[src/rtl/pipeline_pkg.sv]
// Shared types for the pipelined RV32 core front end: the bubble encoding,
// the fetch FSM states and the IF/ID register layout.
package pipeline_pkg;

    localparam logic [31:0] NOP_INST_C = 32'h0000_0013;  // addi x0,x0,0

    typedef enum logic [1:0] {
        FETCH = 2'd0,
        DROP  = 2'd1,
        HOLD  = 2'd2
    } fetch_state_e;

    typedef struct packed {
        logic [31:0] pc;
        logic [31:0] pc4;
        logic [31:0] inst;
        logic        valid;
    } if_id_t;

endpackage

[src/rtl/if_id_reg.sv]
// IF/ID pipeline register. Priority: bubble > hold > load; with no control
// asserted the contents are kept. A bubble keeps pc/pc4 and inserts NOP_INST.
module if_id_reg
    import pipeline_pkg::*;
#(
    parameter logic [31:0] NOP_INST = NOP_INST_C
) (
    input  logic   clk,
    input  logic   rst,
    input  logic   load,
    input  logic   hold,
    input  logic   bubble,
    input  if_id_t d,
    output if_id_t q
);

    if_id_t q_reg;

    always_ff @(posedge clk or posedge rst) begin
        if (rst) begin
            q_reg <= '{pc: 32'd0, pc4: 32'd0, inst: NOP_INST, valid: 1'b0};
        end else if (bubble) begin
            q_reg.inst  <= NOP_INST;
            q_reg.valid <= 1'b0;
        end else if (hold) begin
            q_reg <= q_reg;
        end else if (load) begin
            q_reg <= d;
        end
    end

    assign q = q_reg;

endmodule

[src/rtl/if_id_stage.sv]
// Instruction fetch with a single-outstanding imem handshake plus the IF/ID
// register. Optional stall counter output enabled by defining STALL_PERF_EN.
module if_id_stage
    import pipeline_pkg::*;
#(
    parameter logic [31:0] RESET_PC = 32'h0000_0000,
    parameter logic [31:0] NOP_INST = NOP_INST_C
) (
    input  logic        clk,
    input  logic        rst,
    input  logic        HDUStall,
    input  logic        br_taken_ex,
    input  logic [31:0] br_target_ex,
    output logic        imem_req,
    output logic [31:0] imem_addr,
    input  logic        imem_ready,
    input  logic [31:0] imem_rdata,
    output logic [31:0] pc_de,
    output logic [31:0] pc4_de,
    output logic [31:0] inst_de,
    output logic        valid_de,
`ifdef STALL_PERF_EN
    output logic [31:0] perf_stall_cnt,
`endif
    output logic [4:0]  rs1_de,
    output logic [4:0]  rs2_de
);

    fetch_state_e state_reg;
    logic [31:0]  pc_f_reg;
    logic [31:0]  req_addr_reg;
    logic [31:0]  skid_pc_reg;
    logic [31:0]  skid_inst_reg;
    logic [31:0]  br_target;
    logic [31:0]  req_addr_inc;

    logic   ifid_load;
    logic   ifid_hold;
    logic   ifid_bubble;
    if_id_t ifid_d;
    if_id_t ifid_q;

    assign br_target    = {br_target_ex[31:2], 2'b00};
    assign req_addr_inc = req_addr_reg + 32'd4;

    // HOLD parks the fetch with the response already in the skid buffer.
    assign imem_req  = !rst && (state_reg != HOLD);
    assign imem_addr = req_addr_reg;

    always_comb begin
        ifid_load   = 1'b0;
        ifid_hold   = 1'b0;
        ifid_bubble = 1'b0;
        ifid_d      = '{pc: req_addr_reg, pc4: req_addr_inc, inst: imem_rdata, valid: 1'b1};
        case (state_reg)
            FETCH: begin
                if (br_taken_ex)     ifid_bubble = 1'b1;
                else if (HDUStall)   ifid_hold   = 1'b1;
                else if (imem_ready) ifid_load   = 1'b1;
                else                 ifid_bubble = 1'b1;
            end
            DROP: begin
                if (br_taken_ex)     ifid_bubble = 1'b1;
                else if (HDUStall)   ifid_hold   = 1'b1;
                else                 ifid_bubble = 1'b1;
            end
            HOLD: begin
                if (br_taken_ex) begin
                    ifid_bubble = 1'b1;
                end else if (HDUStall) begin
                    ifid_hold = 1'b1;
                end else begin
                    ifid_load = 1'b1;
                    ifid_d    = '{pc: skid_pc_reg, pc4: skid_pc_reg + 32'd4,
                                  inst: skid_inst_reg, valid: 1'b1};
                end
            end
            default: ifid_bubble = 1'b1;
        endcase
    end

    always_ff @(posedge clk or posedge rst) begin
        if (rst) begin
            state_reg     <= FETCH;
            pc_f_reg      <= RESET_PC;
            req_addr_reg  <= RESET_PC;
            skid_pc_reg   <= 32'd0;
            skid_inst_reg <= 32'd0;
        end else begin
            case (state_reg)
                FETCH: begin
                    if (imem_ready) begin
                        if (br_taken_ex) begin
                            pc_f_reg     <= br_target;
                            req_addr_reg <= br_target;
                        end else if (HDUStall) begin
                            skid_pc_reg   <= req_addr_reg;
                            skid_inst_reg <= imem_rdata;
                            pc_f_reg      <= req_addr_inc;
                            state_reg     <= HOLD;
                        end else begin
                            pc_f_reg     <= req_addr_inc;
                            req_addr_reg <= req_addr_inc;
                        end
                    end else if (br_taken_ex) begin
                        // The old request must still drain; remember where to go next.
                        pc_f_reg  <= br_target;
                        state_reg <= DROP;
                    end
                end
                DROP: begin
                    if (br_taken_ex) pc_f_reg <= br_target;
                    if (imem_ready) begin
                        req_addr_reg <= br_taken_ex ? br_target : pc_f_reg;
                        state_reg    <= FETCH;
                    end
                end
                HOLD: begin
                    if (br_taken_ex) begin
                        pc_f_reg      <= br_target;
                        req_addr_reg  <= br_target;
                        skid_pc_reg   <= 32'd0;
                        skid_inst_reg <= 32'd0;
                        state_reg     <= FETCH;
                    end else if (!HDUStall) begin
                        req_addr_reg <= pc_f_reg;
                        state_reg    <= FETCH;
                    end
                end
                default: state_reg <= FETCH;
            endcase
        end
    end

    if_id_reg #(
        .NOP_INST (NOP_INST)
    ) u_if_id_reg (
        .clk    (clk),
        .rst    (rst),
        .load   (ifid_load),
        .hold   (ifid_hold),
        .bubble (ifid_bubble),
        .d      (ifid_d),
        .q      (ifid_q)
    );

    assign pc_de    = ifid_q.pc;
    assign pc4_de   = ifid_q.pc4;
    assign inst_de  = ifid_q.inst;
    assign valid_de = ifid_q.valid;
    assign rs1_de   = ifid_q.inst[19:15];
    assign rs2_de   = ifid_q.inst[24:20];

`ifdef STALL_PERF_EN
    logic [31:0] stall_cnt_reg;

    always_ff @(posedge clk or posedge rst) begin
        if (rst) begin
            stall_cnt_reg <= 32'd0;
        end else if (HDUStall && (stall_cnt_reg != 32'hFFFF_FFFF)) begin
            stall_cnt_reg <= stall_cnt_reg + 32'd1;
        end
    end

    assign perf_stall_cnt = stall_cnt_reg;
`endif

endmodule

[config.mk]
export PLATFORM = sky130hd
export DESIGN_NAME = if_id_stage
export DESIGN_NICKNAME = d
export VERILOG_FILES = /design/src/rtl/pipeline_pkg.sv /design/src/rtl/if_id_reg.sv /design/src/rtl/if_id_stage.sv
export SDC_FILE = /design/constraint.sdc
export NUM_CORES = 1
export LEC_CHECK = 0
export CAP_MARGIN = 5
export CORE_ASPECT_RATIO = 0.9
export CORE_MARGIN = 1.5
export CORE_UTILIZATION = 40
export DETAILED_ROUTE_END_ITERATION = 16
export PLACE_DENSITY = 0.66
export SYNTH_ARGS = -nofsm -noshare
export SYNTH_HDL_FRONTEND = slang
export SYNTH_SLANG_ARGS = --single-unit
[constraint.sdc]
create_clock -name clk -period 7.8 [get_ports clk]
set_clock_uncertainty 0.1 [all_clocks]
set_input_delay 1.95 -clock clk [delete_from_list [all_inputs] [get_ports clk]]
set_output_delay 1.95 -clock clk [all_outputs]
set_load 0.02 [all_outputs]
Yosys cells after proc, flatten, opt, wreduce, memory -nomap -nowiden
Cells that the tools add are included.
- $add $sub $neg: 2
- eq/ne operators: 14
- muxes and demuxes: 49
- bitwise logic cells: 2
- reduce and logical (&&, ||, !) cells: 14
- operators by type and width (cell ; count):
    32-bit two-way mux ; 16
    97-bit two-way mux ; 3
    32-bit one-hot mux with 2 select lines ; 3
    33-bit two-way mux ; 3
    32-bit one-hot mux with 3 select lines ; 1
    32-bit by 3-bit adder with 32-bit output (second input constant) ; 2
    3-bit inequality test (second input constant) ; 5
    5-bit AND reduction ; 3
    2-bit two-way mux ; 7
    1-bit two-way mux ; 13
    2-bit inequality test (second input constant) ; 6
    2-bit one-hot mux with 3 select lines ; 1
    2-bit nonzero test ; 3
    1-bit one-hot mux with 3 select lines ; 1
    3-bit AND reduction ; 1
    3-bit nonzero test ; 1
    3-bit OR reduction ; 1
    2-bit by 1-bit == test with 1-bit output (second input constant) ; 1
    2-bit == test (second input constant) ; 1
    2-bit logical NOT ; 1
    2-bit by 1-bit inequality test with 1-bit output (second input constant) ; 1
    1-bit inverter ; 2
    1-bit one-hot mux with 2 select lines ; 1
    2-bit AND reduction ; 1
    other kinds (3) ; 3
- register bits: 227
- output and inout port bits: 140
- logic and storage cells: 90

Logic depth before layout (Yosys ltp)
- depth in word-level cells: 7
- gate-level depth with buffers: 11
- depth with buffers taken out: 7

Cells and area by module
From an unflattened synthesis, not the netlist that was laid out.
- cells, all modules: 1296
- area total of the unflattened synthesis: 12030.3 µm²
- modules (own cells, without submodules) (module ; instances ; cells each ; area each (µm²) ; seq. area each (µm²)):
    if_id_stage ; 1 ; 1014 ; 8300.5 ; 3253.1
    if_id_reg ; 1 ; 282 ; 3729.8 ; 2431.1

Worst setup path before layout
Ideal clock, no wire load.
- path type: input to output
- from: in rst
- to: out imem_req
- arrival time: 2.230 ns
- data required time: 5.750 ns
- slack: 3.520 ns
- stages on the path: 1
- cell sequence: nor2_1
- cells in the longest elaborated chain, start to end: 2
- RTL lines (element ; line ; RTL):
    from (decl) ; if_id_stage.sv:10 ; input logic rst,
    1-bit logical NOT (no source line) ; - ;
    1-bit logical AND ; if_id_stage.sv:47 ; assign imem_req = !rst && (state_reg != HOLD);
    to (decl) ; if_id_stage.sv:14 ; output logic imem_req,
No other way between the ends.

Worst setup path after layout
Same ends and word-level chain as after synthesis.

==> run metrics <==
Clk pin slew, worst setup/hold paths 0.06 ns; crit-path most repeated cell clkdlybuf4s50_1; number of global-route vias before repair 10,491; sequential power share 35.6%; outcome finished, final reports clean; Cell variety after synth 65; # fillers 2,803; hpwl dp 26,600 um; ratio of cells with drive above 1 in the final layout 5.80%; DR vias/cell 5.73; crit-path leading delay family buffers and inverters; Area contributors post-synth dfrtp_1, nand2_1, o21ai_0; Syn Area/Cell 8.59 sq um; Final nets 1,608; CP cell instances clkdlybuf4s50_1 -> nor2_1 -> clkdlybuf4s50_1; Hold Vio Cnt, Final 0; LEAKAGE 6.07 nW; Slew @ Worst Pin 1.20 ns; Buf/Inv on CP 2; area delta synth->final 25.1%; PortBufs 206; design area 0.0151 sq mm; total clock sinks 225; overall routing resource usage 25.1%; commonest non-fill, non-tap cells in the layout nand2_1, dfrtp_1, clkdlybuf4s50_1; FMAX 193 MHz; Mapped Cells 1,406; Comb pwr share 45.8%; largest net degree at the start of global routing 169; Sw Ratio 43.9%; element type at the critical path end output port; HP Class flop to flop; max reg flops 95; postcts setup bufs 0; via count 11,202; Async S/R FF share, synth 100%; clock group share of total power 18.6%; origin of the worst setup path rst; DR iter-0 viols 922; Netlist Area Pre-Place 0.0121 sq mm; drt pass-1 iters 6; Antenna Violating Nets Remaining 0; area leader, netlist dfrtp_1; Num CTS Buffers 26; die height 168 um; Post-synth EDFFs 0; max-slew violation count 0; total grt overflow 0; CP Data Arrival Time 3.13 ns; Ant. Diodes 0; DRC viols 0; Max-Cap Viols 0; Psw 0.00280 W; critical path class input pin to output port; CP max FO 2; #FFs+latches synth 225; clock buffer depth 3; power density cells 422 mW/mm^2; number of setup violations in the final report 0; Resized Gates After CTS 0; CTS tree built; GP Congestion 0.890; CP required 5.75 ns; fin crit share 66.4%; Syn. warnings 0; Wirelength per Cell 20.0 um; antenna violations before repair 1; R2R Path Start state_reg[0]; Initial Utilization 40.5%; core box area 0.0298 sq mm; post-synthesis sequential area ratio 46.7%; die area 0.0312 sq mm; hold_sp pc_f_reg[5]; CTS H-Tree Depth 1; Int Pwr 0.00358 W; largest stage delay on the critical path 0.62 ns; Slowest-stage cell, CP clkdlybuf4s50_1; latest clock arrival within the worst-skew pair 0.53 ns; Slew HR 19.8%; first-pass GRT wire length 61,400 um; # rows 60; Root Buffer clkbuf_16; syn nets 1,482; drt total wl 39,000 um; min Tclk post-route 5.18 ns; Die Width 186 um; Yosys top cell area share 46.0%; io pins 209; ys flop type dfrtp_1; cts hold-fix bufs 0; Peak VDD IR 0.000268 V; Setup TNS 0 ns; most common cell after layout, fill and taps aside nand2_1; Post-DP Area 0.0143 sq mm; unrepaired setup endpoints after global routing false; Startpoint Class input pin
==> stage by stage <==
| stage | hold slack [ns] | instances | setup WS [ns] | utilization (%) | power [W] |
|---|---|---|---|---|---|
| 6_report | 0.372 | 1954 | 2.62 | 50.7 | 0.00638 |
| 5_1_grt | 0.397 | 1954 | 2.58 | 50.7 | 0.00678 |
| 4_1_cts | 0.375 | 1954 | 2.61 | 50.7 | 0.00638 |
| 3_5_place_dp | 0.362 | 1907 | 2.61 | 47.9 | 0.00518 |
| 3_3_place_gp | 0.355 | 1907 | 2.63 | 47.9 | 0.00512 |
| 2_1_floorplan | 0.341 | 1406 | 2.81 | - | 0.00391 |
==> power groups by stage <==
stage	registers [W]	clock network, W	logic (W)
CTS	0.00226	0.00121	0.00292
detailed placement	0.00227	0	0.00291
global route	0.00234	0.00126	0.00318
global placement	0.00225	0	0.00286
finish	0.00227	0.00118	0.00292
floorplan	0.00236	0	0.00155
==> path summary, 6_finish.rpt <==
| path | endpoint | slack [ns] | depth (start not counted) |
|---|---|---|---|
| max in group asynchronous | u_if_id_reg.q[4] | 4.30 | 4 |
| setup reg to reg | skid_pc_reg[14] | 4.17 | 6 |
| min in group asynchronous | skid_inst_reg[2] | 1.94 | 3 |
| setup / recovery | imem_req | 2.62 | 3 |
| hold / removal | pc_f_reg[5] | 0.37 | 2 |
| hold reg to reg | pc_f_reg[5] | 0.37 | 2 |
==> cells in the mapped netlist, types with 6 or more instances <==
library cell / number
a21boi_0: 7
a21oi_1: 45
a22oi_1: 13
a311oi_1: 29
a31oi_1: 47
and2_1: 6
and3_1: 8
and4_1: 9
buf_1: 10
buf_2: 19
buf_4: 12
clkbuf_1: 84
dfrtp_1: 222
ha_1: 7
inv_1: 21
mux2i_1: 12
nand2_1: 289
nand2b_1: 72
nand3_1: 19
nand4_1: 19
nor2_1: 101
nor2b_1: 7
nor3_1: 33
nor4_1: 22
o211ai_1: 16
o21ai_0: 106
o221ai_1: 6
o22ai_1: 15
o2bb2ai_1: 6
o31a_1: 10
o31ai_1: 26
xnor2_1: 24
xor2_1: 6
==> layout make-up <==
class | count | area, sq um | area share [%]
Clock buffer | 40 | 753 | 4.98
Tap cell | 403 | 504 | 3.34
Clock inverter | 7 | 75.1 | 0.497
Timing Repair Buffer | 226 | 2220 | 14.7
Multi-Input combinational cell | 1031 | 5840 | 38.6
Sequential cell | 225 | 5630 | 37.3
Inverter | 22 | 86.3 | 0.571
==> worst reg2reg max path, delay by kind of cell (launching register included) <==
family / cells / cell delay (ns)
AOI/OAI and AO/OA: 2 / 1.29
adders and majority gates: 1 / 0.28
buffers and inverters: 3 / 1.41
DFF: 1 / 0.42
==> per-layer routing <==
layer  track usage (%)  up-vias  share of wire (%)
met4              5.61        2                1.9
li1                  -     5227                  -
met1              38.5     5375                 45
met3              4.46       59                9.7
met2              36.7      539                 43
met5                 0        -              0.033
==> cell families (layout without fill, tap and decap cells) <==
| family | Yosys count | in the layout | share of synthesized area, % |
|---|---|---|---|
| AND/OR/NAND/NOR | 608 | 608 | 23.7 |
| AO/OA/AOI/OAI | 372 | 372 | 20.3 |
| flip-flops | 225 | 225 | 46.7 |
| buffers and inverters | 150 | 295 | 5.26 |
| XOR/XNOR | 30 | 30 | 2.18 |
| multiplexers | 14 | 14 | 1.18 |
| adder cells (fa/ha/maj) | 7 | 7 | 0.725 |
(Power assumes the default switching activity.)
